### src/rtl/fcmp_pipe.sv
// Two-stage handshaked floating-point compare/select (FEQ/FLT/FLE/FMIN/FMAX).
// Operands are mapped to unsigned order keys so one unsigned compare orders all values.
module fcmp_pipe #(
  parameter int TAG_W = 6
) (
  input  logic             clk,
  input  logic             rst,
  input  logic             in_valid,
  output logic             in_ready,
  input  logic [2:0]       in_op,
  input  logic [31:0]      in_x1,
  input  logic [31:0]      in_x2,
  input  logic [TAG_W-1:0] in_tag,
  output logic             out_valid,
  input  logic             out_ready,
  output logic [31:0]      out_y,
  output logic [TAG_W-1:0] out_tag,
  output logic             out_illegal,
  output logic             busy
);

  typedef enum logic [2:0] {
    OP_FEQ  = 3'b000,
    OP_FLT  = 3'b001,
    OP_FLE  = 3'b010,
    OP_FMIN = 3'b011,
    OP_FMAX = 3'b100
  } op_e;

  logic             v1;
  logic [31:0]      s1_k1, s1_k2, s1_x1, s1_x2;
  op_e              s1_op;
  logic [TAG_W-1:0] s1_tag;

  logic             advance1, advance2;
  logic             lt, eq;
  logic [31:0]      y_next;
  logic             ill_next;

  // +0 and -0 share one key; negatives order by inverted magnitude below all positives.
  function automatic logic [31:0] order_key(input logic [31:0] x);
    if (x[30:0] == 31'd0)
      return 32'h8000_0000;
    else if (x[31])
      return {1'b0, ~x[30:0]};
    else
      return {1'b1, x[30:0]};
  endfunction

  assign advance2 = !out_valid || out_ready;
  assign advance1 = !v1 || advance2;
  assign in_ready = advance1;
  assign busy     = v1 || out_valid;

  always_ff @(posedge clk or posedge rst) begin
    if (rst) begin
      v1     <= 1'b0;
      s1_k1  <= '0;
      s1_k2  <= '0;
      s1_x1  <= '0;
      s1_x2  <= '0;
      s1_op  <= OP_FEQ;
      s1_tag <= '0;
    end else if (advance1) begin
      v1 <= in_valid;
      if (in_valid) begin
        s1_k1  <= order_key(in_x1);
        s1_k2  <= order_key(in_x2);
        s1_x1  <= in_x1;
        s1_x2  <= in_x2;
        s1_op  <= op_e'(in_op);
        s1_tag <= in_tag;
      end
    end
  end

  always_comb begin
    lt       = s1_k1 < s1_k2;
    eq       = s1_k1 == s1_k2;
    y_next   = '0;
    ill_next = 1'b0;
    case (s1_op)
      OP_FEQ:  y_next = {31'd0, eq};
      OP_FLT:  y_next = {31'd0, lt};
      OP_FLE:  y_next = {31'd0, lt | eq};
      OP_FMIN: y_next = lt ? s1_x1 : s1_x2;
      OP_FMAX: y_next = lt ? s1_x2 : s1_x1;
      default: ill_next = 1'b1;
    endcase
  end

  always_ff @(posedge clk or posedge rst) begin
    if (rst) begin
      out_valid   <= 1'b0;
      out_y       <= '0;
      out_tag     <= '0;
      out_illegal <= 1'b0;
    end else if (advance2) begin
      out_valid <= v1;
      if (v1) begin
        out_y       <= y_next;
        out_tag     <= s1_tag;
        out_illegal <= ill_next;
      end
    end
  end

endmodule
### config.mk
export PLATFORM = sky130hd
export DESIGN_NAME = fcmp_pipe
export DESIGN_NICKNAME = d
export VERILOG_FILES = /design/src/rtl/fcmp_pipe.sv
export SDC_FILE = /design/constraint.sdc
export NUM_CORES = 1
export LEC_CHECK = 0
export ABC_AREA = 1
export ABC_CLOCK_PERIOD_IN_PS = 8000
export BUFFER_PORTS_ARGS = -buffer_cell sky130_fd_sc_hd__buf_2
export CAP_MARGIN = 20
export CELL_PAD_IN_SITES_DETAIL_PLACEMENT = 1
export CELL_PAD_IN_SITES_GLOBAL_PLACEMENT = 2
export CORE_MARGIN = 2
export CORE_UTILIZATION = 34
export CTS_BUF_LIST = sky130_fd_sc_hd__clkbuf_4 sky130_fd_sc_hd__clkbuf_8 sky130_fd_sc_hd__clkbuf_16
export DETAILED_ROUTE_END_ITERATION = 10
export PLACE_DENSITY_LB_ADDON = 0.1
export SETUP_SLACK_MARGIN = 0.15
export SLEW_MARGIN = 25
export SYNTH_ARGS = -nofsm -noshare
export SYNTH_HDL_FRONTEND = slang
export SYNTH_SLANG_ARGS = --single-unit
### constraint.sdc
create_clock -name clk -period 8 [get_ports clk]
set_clock_uncertainty 0.2 [all_clocks]
set_input_delay 0.8 -clock clk [delete_from_list [all_inputs] [get_ports clk]]
set_output_delay 0.8 -clock clk [all_outputs]
set_load 0.02 [all_outputs]
# Word-level counts from Yosys, hierarchy flattened
# Cells that the tools add are included.
# classes
order_cmp	1
n_eq_ne	5
mux	8
n_bitwise	3
reduce_logical	11
# ops
op	count
two-way mux 32 bit	6
case mux 32 bit (5 select lines)	1
zero test 31 bit	2
NOT 31 bit	2
== test 32 bit	1
less-than comparator 32 bit	1
== test 3 x 2 -> 1 bit, second input constant	2
OR reduction 5 bit	1
AND reduction 2 bit	2
== test 3 x 1 -> 1 bit, second input constant	1
== test 3 bit, second input constant	1
zero test 3 bit	1
logical OR 1 bit	3
zero test 1 bit	2
two-way mux 1 bit	1
OR 1 bit	1
# totals
register_bits	178
in_bits	77

# Logic depth before layout (Yosys ltp)
# Gate-level depths: netlist of the first run.
# depth
word_depth	4
mapped_depth	20
ltp_nobuf	19

# Least setup slack after synthesis of the first run
# OpenSTA, ideal clock, no wires.
# synth_path
path_kind	input -> register
startpoint	input out_ready
endpoint	register s1_k1[10]
setup_time_ns	0.095
t_arrival_ns	2.035
required_ns	7.705
path_slack_ns	5.669
cell_stages	7
n_path_buf	2
path_cell_list	inv_1 > nand3_1 > nand2_1 > clkbuf_1 > buf_1 > nand2_1 > o31ai_1
# synth_via
elab_chain_len	3
# synth_lines
item	line	text
start: declaration	15	input logic out_ready,
logical OR 1 bit	50	assign advance2 = !out_valid || out_ready;
logical OR 1 bit	51	assign advance1 = !v1 || advance2;
via in_ready	9	output logic in_ready,
AND reduction 2 bit (no source line)	--	
end signal: assignment	67	s1_k1 <= order_key(in_x1);
end: declaration	31	logic [31:0] s1_k1, s1_k2, s1_x1, s1_x2;
# The timed path passes the listed nets, and every way through them passes these cells.
# A chain may end at the register's enable or synchronous reset.

# Worst setup path in the final report of the first run
# layout_path
startpoint	register s1_k1[21]
endpoint	register out_y[18]
# layout_via
elab_chain_len	3
word_cells_on_any_way	4
cone_classes	1 x order compare; 3 x mux
# layout_lines
item	line	text
less-than comparator 32 bit *	78	lt = s1_k1 < s1_k2;
two-way mux 32 bit, on equally long branches	87, 86	
case mux 32 bit (5 select lines) *	82	case (s1_op)
end signal: assignment	101	out_y <= y_next;
end: declaration	16	output logic [31:0] out_y,
# Every way passes the cells marked *; elsewhere a longest branch is shown, timed or not.

==> results.yml, run 1 <==
timing:
  worst_pin_slew_ns: 1.03
  hold_violations: 0
  grt_setup_unrepaired: "false"
  fin_crit_sh_pct: 41.1
  setup_viol: 0
  fmax_ghz: 0.304
  fin_crit_ns: 3.29
  fin_tns_setup_ns: 0
  slew_violations: 0
  slew_headroom_pct: 31.0
  fin_ws_ns: 4.71
critical_path:
  cp_slowest_cell: "buf_4"
  crit_fanout: 65
  critical-path-max-stage-delay_ns: 0.62
  cp_cell_sequence: "ha_1 -> a21oi_1 -> nor2_1 -> nor2_1 -> nand3_1 -> a21oi_4 -> buf_4 -> nand2_2 -> buf_4 -> nand2_1 -> nand3_1 -> nand2_1 -> nand2_1 -> nand2_1"
  reg2regPathDepth: 14
  worst-path-buf-inv: 2
  cp-start-kind: "flip-flop"
  regToRegSetupSlack_ns: 4.71
  rr_endpoint: "out_y[18]"
  startpoint: "s1_k1[21]"
  endpoint: "out_y[18]"
  r2r_start: "s1_k1[21]"
  critPathArrivalTime_ns: 3.47
  cp_top_family: "simple AND/OR/NAND/NOR gates"
  cp.depth: 14
  critical_path_class: "flip-flop to flip-flop"
  cp_data_required_time_ns: 8.18
  path_common_cell: "nand2_1"
  critPathCaptureType: "flip-flop"
grt:
  grt_pass1_wl_mm: 47.7
  grt_util_all_layers_pct: 21.2
  globalRoute.totalOverflow: 0
  antenna_found_initial: 0
  grt_start_max_net_pins: 88
  grt_pass1_vias: 8732
clocking:
  path_clk_slew_ns: 0.08
  post_cts_buffers: 0
  numCtsBuffers: 17
  cts_max_level: 4
  clock_latency_ns: 0.44
  root_buffer: "clkbuf_16"
  ctsResizeCount: 0
  cts_tree: "built"
  clockBufferDepth: 2
  cts_hold_buf: 0
  cts_sinks: 178
die:
  coreArea_um2: 27700
  die_area_um2: 29400
  start_util_pct: 34.4
  die_h_um: 171
  fp.dieW_um: 171
  pin_count: 119
  rows: 61
routing:
  dr.pass1.iters: 5
  route.detailed.drc: 0
  postRouteAntennaNets: 0
  vias: 8287
  routed_via_density: 4.97
  drtIter0Drc: 475
  finalWirelength_mm: 29.5
  wl_per_cell_um: 17.7
logic_synthesis:
  synth_flop_cell: "dfrtp_1"
  synth_seq_cells: 178
  yosysSeqAreaShare_pct: 46.7
  synth_enable_flop_cells: 0
  synth_nets: 1316
  synth_area_um2: 9530
  synth.distinct_cells: 27
  synth_cells: 1207
  synthArstFlopShare_pct: 100
  synth_area_per_cell_um2: 7.90
  yosysWarnings: 0
layout:
  antenna_cells: 0
  nets: 1387
  area_growth_pct: 15.3
  drive_above_1_share_pct: 13.6
  most-common-layout-cells: "nand2_1, dfrtp_1, nand3_1, inv_1, buf_2"
  final_common_cell: "nand2_1"
outcome:
  outcome: "complete, no violations"
placed_design:
  dp_slack_ns: 4.41
  numPortBuffers: 118
  globalplace.congestion: 0.720
  dpl.hpwl_mm: 19.6
min_path:
  min_path_type: "primary input to async pin"
power_and_ir_drop:
  ir_drop_mv: 0.102
  power_density_nw_per_um2: 262
  total_leakage_power_uw: 0.00569
job:
  max_cap_violations: 0
==> sequential cells by signal (all words and copies together) (netlist names) <==
register     count
s1_tag           6
out_tag          6
out_valid        1
out_illegal      1
s1_k2           32
s1_x1           32
s1_op            3
s1_x2           32
out_y           32
s1_k1           32
v1               1
==> worst min-delay path by stage <==
stage | from | endpoint | slack (ns)
detailed placement | out_y[10] | out_y[10] | 0.26
global placement | out_y[8] | out_y[8] | 0.26
global route | rst | out_y[13] | 0.25
CTS | rst | s1_x2[9] | 0.23
floorplan | s1_tag[5] | out_tag[5] | 0.24
finish | rst | s1_x2[9] | 0.22
==> metal layers <==
metal,track usage (%),up-vias,wire length [um]
li1,-,4007,-
met1,28.4,4122,14200
met2,35.6,128,13900
met3,2.76,30,781
met4,6.45,0,592
met5,0,-,0
==> layout make-up <==
cell class / count / area [um2]
Timing Repair Buffer: 128 / 691
Tap cell: 378 / 473
Multi-Input combinational cell: 812 / 4230
Sequential cell: 178 / 4450
Clock buffer: 17 / 425
Inverter: 141 / 537
Clock inverter: 14 / 175
Fill cell: 3416 / 16700
==> stage by stage <==
stage / hold WS [ns] / cells / power, uW / instance area (um2) / utilization, %
5_1_grt: 0.249 / 1668 / 3090 / 11000 / 39.7
3_3_place_gp: 0.257 / 1636 / 2000 / 10400 / 37.4
6_report: 0.217 / 1668 / 2880 / 11000 / 39.7
4_1_cts: 0.232 / 1667 / 2920 / 11000 / 39.5
2_1_floorplan: 0.242 / 1207 / 1760 / 9530 / -
3_5_place_dp: 0.260 / 1636 / 2020 / 10400 / 37.4
==> cell usage after synthesis (2+ instances only) <==
cell type  instances  area, um2
nand2_1          352       1320
dfrtp_1          178       4450
nand3_1          162        811
inv_1            135        507
o21ai_0           98        490
clkbuf_1          47        176
o31ai_1           33        248
ha_1              32        400
xnor2_1           32        280
xor2_1            30        263
nor2_1            20       75.1
buf_2             13       65.1
nor4_1            12       75.1
o21ai_1           12       60.1
a21oi_1           11       55.1
buf_1             10       37.5
nand4_1            7       43.8
buf_6              6       67.6
inv_2              6       22.5
nor3_1             3       15.0
nand2_2            2       12.5
==> where the power goes <==
part	internal (uW)	leakage [uW]	switching (uW)	total, uW
Combinational	281	0.00318	578	860
Sequential	1060	0.00222	72.8	1130
Clock	495	0.000299	390	885
Total	1840	0.00569	1040	2880
==> cell families after synthesis <==
kind of cell	count (synthesis)	synth area share (%)
and+or+nand+nor	559	24.8
adders and majority gates	32	4.20
DFF	178	46.7
AOI/OAI and AO/OA	159	9.44
xor gates and xnor gates	62	5.70
buffers and inverters	217	9.19
No activity file was read; power rests on OpenSTA's default activity.
==> run 2, diff against run 1 <==
--- a/config.mk
+++ b/config.mk
@@ -5,14 +5,14 @@
 export SDC_FILE = /design/constraint.sdc
 export NUM_CORES = 1
 export LEC_CHECK = 0
-export ABC_AREA = 1
-export ABC_CLOCK_PERIOD_IN_PS = 8000
+export ABC_AREA = 0
+export ABC_CLOCK_PERIOD_IN_PS = 3420
 export BUFFER_PORTS_ARGS = -buffer_cell sky130_fd_sc_hd__buf_2
 export CAP_MARGIN = 20
 export CELL_PAD_IN_SITES_DETAIL_PLACEMENT = 1
 export CELL_PAD_IN_SITES_GLOBAL_PLACEMENT = 2
 export CORE_MARGIN = 2
-export CORE_UTILIZATION = 34
+export CORE_UTILIZATION = 36
 export CTS_BUF_LIST = sky130_fd_sc_hd__clkbuf_4 sky130_fd_sc_hd__clkbuf_8 sky130_fd_sc_hd__clkbuf_16
 export DETAILED_ROUTE_END_ITERATION = 10
 export PLACE_DENSITY_LB_ADDON = 0.1
==> constraint.sdc (replaced) <==
create_clock -name clk -period 3.42 [get_ports clk]
set_clock_uncertainty 0.2 [all_clocks]
set_input_delay 0.342 -clock clk [delete_from_list [all_inputs] [get_ports clk]]
set_output_delay 0.342 -clock clk [all_outputs]
set_load 0.02 [all_outputs]
==> run 2 against run 1 <==
Effect of this change:
- flip-flop and latch count did not move
- hold slack got worse by 0.20 ns
- sequential share of layout area increased by 1.8 points
- final cell count down 19%
- global-route usage increased by 1.8 points
- die area down 15%
- area after synthesis fell by 11%
- register-to-register slack lost 4.3 ns
- sequential power rose by 130%
- critical path depth is 5 lower
- via count decreased by 18%
- clock-buffer cell count grew 4
- critical path type unchanged
- critical endpoint is now out_y[6]
==> results.yml, run 2 <==
outcome:
  outcome: "complete, no violations"
logic_synthesis:
  synthArstFlopShare_pct: 100
  yosys.area.top_type: "dfrtp_1"
  synth.distinct_cells: 43
  synth_seq_cells: 178
  yosysSeqAreaShare_pct: 52.3
  synth.top_cells.by_count: "nand2_1, dfrtp_1, inv_1"
  synth_cells: 884
  synth_area_per_cell_um2: 9.63
  synth_top_cell_area_share_pct: 52.3
  synth_enable_flop_cells: 0
  netlist_top_cells_area: "dfrtp_1, nand2_1, xnor2_1"
  synth_flop_cell: "dfrtp_1"
  yosysMostFrequentCell: "nand2_1"
  synth_nets: 993
  yosysWarnings: 0
  synth_area_um2: 8510
power_and_ir_drop:
  power_density_nw_per_um2: 579
  ir_drop_mv: 0.333
  total_leakage_power_uw: 0.00500
  finalPower_uw: 6090
layout:
  area_growth_pct: 23.5
  most-common-layout-cells: "nand2_1, dfrtp_1, buf_2, inv_1, xnor2_1"
  drive_above_1_share_pct: 20.2
  nets: 1133
  antenna_cells: 0
  finalInstanceArea_um2: 10500
  final_common_cell: "nand2_1"
clocking:
  root_buffer: "clkbuf_16"
  cts_max_level: 4
  cts_tree: "built"
  path_clk_slew_ns: 0.07
  ctsResizeCount: 0
  clock_latency_ns: 0.43
  post_cts_buffers: 0
  cts_sinks: 178
  cts_hold_buf: 37
  numCtsBuffers: 17
  clockBufferDepth: 2
timing:
  slew_headroom_pct: 37.5
  setup_viol: 0
  slew_violations: 0
  fmax_ghz: 0.335
  grt_setup_unrepaired: "false"
  fin_tns_setup_ns: 0
  worst_pin_slew_ns: 0.938
  holdWs_ns: 0.0120
  hold_violations: 0
  fin_crit_ns: 2.98
  fin_crit_sh_pct: 87.2
routing:
  dr.pass1.iters: 4
  wl_per_cell_um: 19.9
  routed_via_density: 4.99
  postRouteAntennaNets: 0
  vias: 6772
  route.detailed.drc: 0
  drtIter0Drc: 328
  finalWirelength_mm: 27.0
die:
  rows: 56
  die_h_um: 158
  pin_count: 119
  start_util_pct: 36.5
  coreArea_um2: 23300
  fp.dieW_um: 158
  die_area_um2: 24900
grt:
  antenna_found_initial: 0
  grtUsageMet1_pct: 33.4
  busiest_layer: "met2"
  grt_use_met3_pct: 5.37
  grt_util_all_layers_pct: 23.0
  grt_pass1_wl_mm: 42.8
  grt_pass1_vias: 7121
  globalRoute.totalOverflow: 0
  grtUsageMet2_pct: 34.8
  grt_start_max_net_pins: 153
critical_path:
  critical_path_class: "flip-flop to flip-flop"
  critPathArrivalTime_ns: 3.13
  reg2regPathDepth: 9
  cp_data_required_time_ns: 3.56
  cp-start-kind: "flip-flop"
  r2r_start: "s1_k1[30]"
  rr_endpoint: "out_y[6]"
  critPathCaptureType: "flip-flop"
  crit_fanout: 21
  regToRegSetupSlack_ns: 0.44
placed_design:
  globalplace.congestion: 0.807
  dpl.hpwl_mm: 18.3
  dpl-instance-area_um2: 9500
  numPortBuffers: 118
min_path:
  min_path_type: "primary input to flip-flop"
  whs_path_depth: 3
  min_from: "in_x2[6]"
  hold_end: "s1_x2[6]"
job:
  max_cap_violations: 0
## run 2: cells by family after synthesis
logic type / count (synthesis) / share of synthesized area, %
buf+inv: 117 / 5.69
fa+ha+maj: 32 / 4.70
compound gates: 156 / 13.8
xor+xnor: 62 / 6.38
mux: 4 / 0.602
simple gates: 335 / 16.5
flops: 178 / 52.3
## run 2: worst max-delay path by stage
stage | cells past startpoint | endpoint | from
6_report | 9 | out_y[6] | s1_k1[30]
5_1_grt | 10 | out_y[6] | s1_k2[17]
4_1_cts | 9 | out_y[6] | s1_k1[30]
3_5_place_dp | 9 | out_y[6] | s1_k1[17]
3_3_place_gp | 9 | out_y[6] | s1_k1[31]
2_1_floorplan | 1 | out_illegal | rst
## run 2: per-layer routing
layer  up-vias  routed length, um
met5         -                  0
met4         0                289
met3        22               1290
met2       131              12000
met1      3392              13400
li1       3227                  -
## run 2: where the power goes
part / switching (uW) / internal [uW]
registers: 179 / 2430
clock network: 893 / 1170
logic: 883 / 542
## run 2: area by class of cell
class / instances / area (um2)
fill: 2724 / 12800
sequential: 178 / 4450
inverter: 67 / 255
tap: 319 / 399
clock inverter: 11 / 141
timing repair buffer: 171 / 1180
multi-input combinational: 589 / 3600
clock buffer: 21 / 474
## run 2: critical path, stage by stage, from the launching register on
cell and delay (ns):
dfrtp_1 0.39, ha_1 0.32, and4_1 0.24, and4_1 0.25
nand4_1 0.26, a31oi_2 0.30, nor2_4 0.11, mux2_4 0.42
buf_12 0.21, o221ai_1 0.18
## run 2: metrics by stage
step / setup WS [ns] / util [%] / instances
floorplan: 0.597 / - / 884
detailed placement: 0.467 / 40.7 / 1286
global placement: 0.494 / 40.7 / 1286
global route: 0.253 / 45.1 / 1356
CTS: 0.415 / 45.0 / 1355
finish: 0.437 / 45.1 / 1356
==> run 3, diff against run 2 <==
--- a/config.mk
+++ b/config.mk
@@ -15,7 +15,7 @@
 export CORE_UTILIZATION = 36
 export CTS_BUF_LIST = sky130_fd_sc_hd__clkbuf_4 sky130_fd_sc_hd__clkbuf_8 sky130_fd_sc_hd__clkbuf_16
 export DETAILED_ROUTE_END_ITERATION = 10
-export PLACE_DENSITY_LB_ADDON = 0.1
+export PLACE_DENSITY = 0.85
 export SETUP_SLACK_MARGIN = 0.15
 export SLEW_MARGIN = 25
 export SYNTH_ARGS = -nofsm -noshare
==> run 3 against run 2 <==
Effect of this change:
- worst setup slack worse by 0.040 ns
- routed wire length about the same
- register-to-register slack worse by 0.04 ns
- first-iteration DRC count up 30%
- total power up 0.26%
- final cell count rose by 0.66%
- global-route usage fell by 0.51 points
- critical path depth is the same
- combinational power hardly changed
- utilization increased by 0.23 points
- hold slack worse by 0.0021 ns
- highest routed layer unchanged
==> results.yml, run 3 (synthesis results as in run 2) <==
outcome:
  outcome: "complete, no violations"
die:
  coreArea_um2: 23300
  die_h_um: 158
  pin_count: 119
  rows: 56
  start_util_pct: 36.5
  die_area_um2: 24900
  fp.dieW_um: 158
critical_path:
  critPathCaptureType: "flip-flop"
  reg2regPathDepth: 9
  regToRegSetupSlack_ns: 0.40
  cp_cell_sequence: "ha_1 -> a21o_1 -> a221o_1 -> a221oi_2 -> nand3_2 -> nor2_4 -> mux2_4 -> buf_4 -> o221ai_2"
  r2r_start: "s1_k1[17]"
  cp_data_required_time_ns: 3.57
  critical_path_class: "flip-flop to flip-flop"
  rr_endpoint: "out_y[26]"
  cp-start-kind: "flip-flop"
  cp_slowest_cell: "mux2_4"
  crit_fanout: 15
  critPathArrivalTime_ns: 3.17
  critical-path-max-stage-delay_ns: 0.47
routing:
  vias: 6902
  routed_via_density: 5.06
  finalWirelength_mm: 27.0
  routed-wl-met2_mm: 12.8
  dr.pass1.iters: 4
  top_layer: "met4"
  met3_length_um: 788
  postRouteAntennaNets: 0
  wl_per_cell_um: 19.8
  route.detailed.drc: 0
  wl_met1_mm: 12.9
  drtIter0Drc: 428
timing:
  fmax_ghz: 0.331
  slew_violations: 0
  grt_setup_unrepaired: "false"
  fin_ws_ns: 0.397
  fin_crit_ns: 3.02
  worst_pin_slew_ns: 1.02
  hold_violations: 0
  fin_tns_setup_ns: 0
  fin_crit_sh_pct: 88.4
  setup_viol: 0
  slew_headroom_pct: 31.9
placed_design:
  globalplace.congestion: 0.838
  dp_slack_ns: 0.439
  dpl.hpwl_mm: 18.2
  numPortBuffers: 118
job:
  max_cap_violations: 0
clocking:
  cts_tree: "built"
  numCtsBuffers: 17
  ctsResizeCount: 0
  path_clk_slew_ns: 0.07
  cts_max_level: 4
  cts_sinks: 178
  clock_latency_ns: 0.44
  clockBufferDepth: 2
  post_cts_buffers: 0
  cts_hold_buf: 45
  root_buffer: "clkbuf_16"
power_and_ir_drop:
  ir_drop_mv: 0.374
  power_density_nw_per_um2: 578
  total_leakage_power_uw: 0.00501
layout:
  nets: 1141
  area_growth_pct: 24.1
  drive_above_1_share_pct: 20.1
  final_common_cell: "nand2_1"
  most-common-layout-cells: "nand2_1, dfrtp_1, buf_2, inv_1, xnor2_1"
grt:
  globalRoute.totalOverflow: 0
  antenna_found_initial: 0
  grt_start_max_net_pins: 70
  grt_pass1_wl_mm: 42.3
  grt_util_all_layers_pct: 22.5
  grt_pass1_vias: 7405
min_path:
  min_path_type: "primary input to flip-flop"
  min_from: "in_x1[1]"
  hold_end: "s1_x1[1]"
  whs_path_depth: 3
[run 3: cell count changes in the layout (fill, tap and decap cells not counted), moves of 2 or more]
cell,previous run,this run
inv_8,1,4
dlygate4sd3_1,37,45
buf_4,9,11
clkbuf_8,3,0
inv_6,4,6
buf_12,8,6
clkinv_4,4,2
[run 3: area by class of cell]
cell class              instances  area (um2)
clock inverters                15         183
fillers                      2667       12800
repair buffers                179        1240
inverters                      67         255
diodes                          1        2.50
multi-input cells             589        3610
flip-flops and latches        178        4450
clock buffers                  17         425
well taps                     319         399
[run 3: power by group]
group	total, uW	switching (uW)	internal [uW]
Clock	2060	942	1110
Sequential	2610	177	2430
Combinational	1440	899	545
[run 3: worst max path at each step]
stage / to / start / cells past startpoint
after global routing: out_y[17] / s1_k1[17] / 9
after global placement: out_y[21] / s1_k1[17] / 9
after detailed placement: out_y[20] / s1_k1[17] / 9
final: out_y[26] / s1_k1[17] / 9
after CTS: out_y[20] / s1_k1[17] / 9
after floorplan: out_illegal / rst / 1
[run 3: through the flow]
step / hold slack (ns) / util, % / cells / power, uW / instance area [um2]
floorplan: 0.239 / - / 884 / 3520 / 8520
global placement: 0.251 / 40.7 / 1287 / 4000 / 9500
detailed placement: 0.257 / 40.7 / 1287 / 4050 / 9500
CTS: 0.000114 / 45.2 / 1364 / 6160 / 10600
global route: 0.0144 / 45.3 / 1364 / 6420 / 10600
finish: 0.00996 / 45.3 / 1365 / 6110 / 10600
[run 3: critical path: cells and delay by family (launching register included)]
kind | cells | cell delay (ns)
compound gates | 4 | 0.95
simple gates | 2 | 0.37
buf+inv | 1 | 0.22
fa+ha+maj | 1 | 0.32
mux | 1 | 0.47
flops | 1 | 0.40
[run 3: per-layer routing]
metal	up-vias	GRT usage, %
li1	3248	-
met1	3486	30.9
met2	135	36.3
met3	33	3.39
met4	0	7.62
met5	-	0
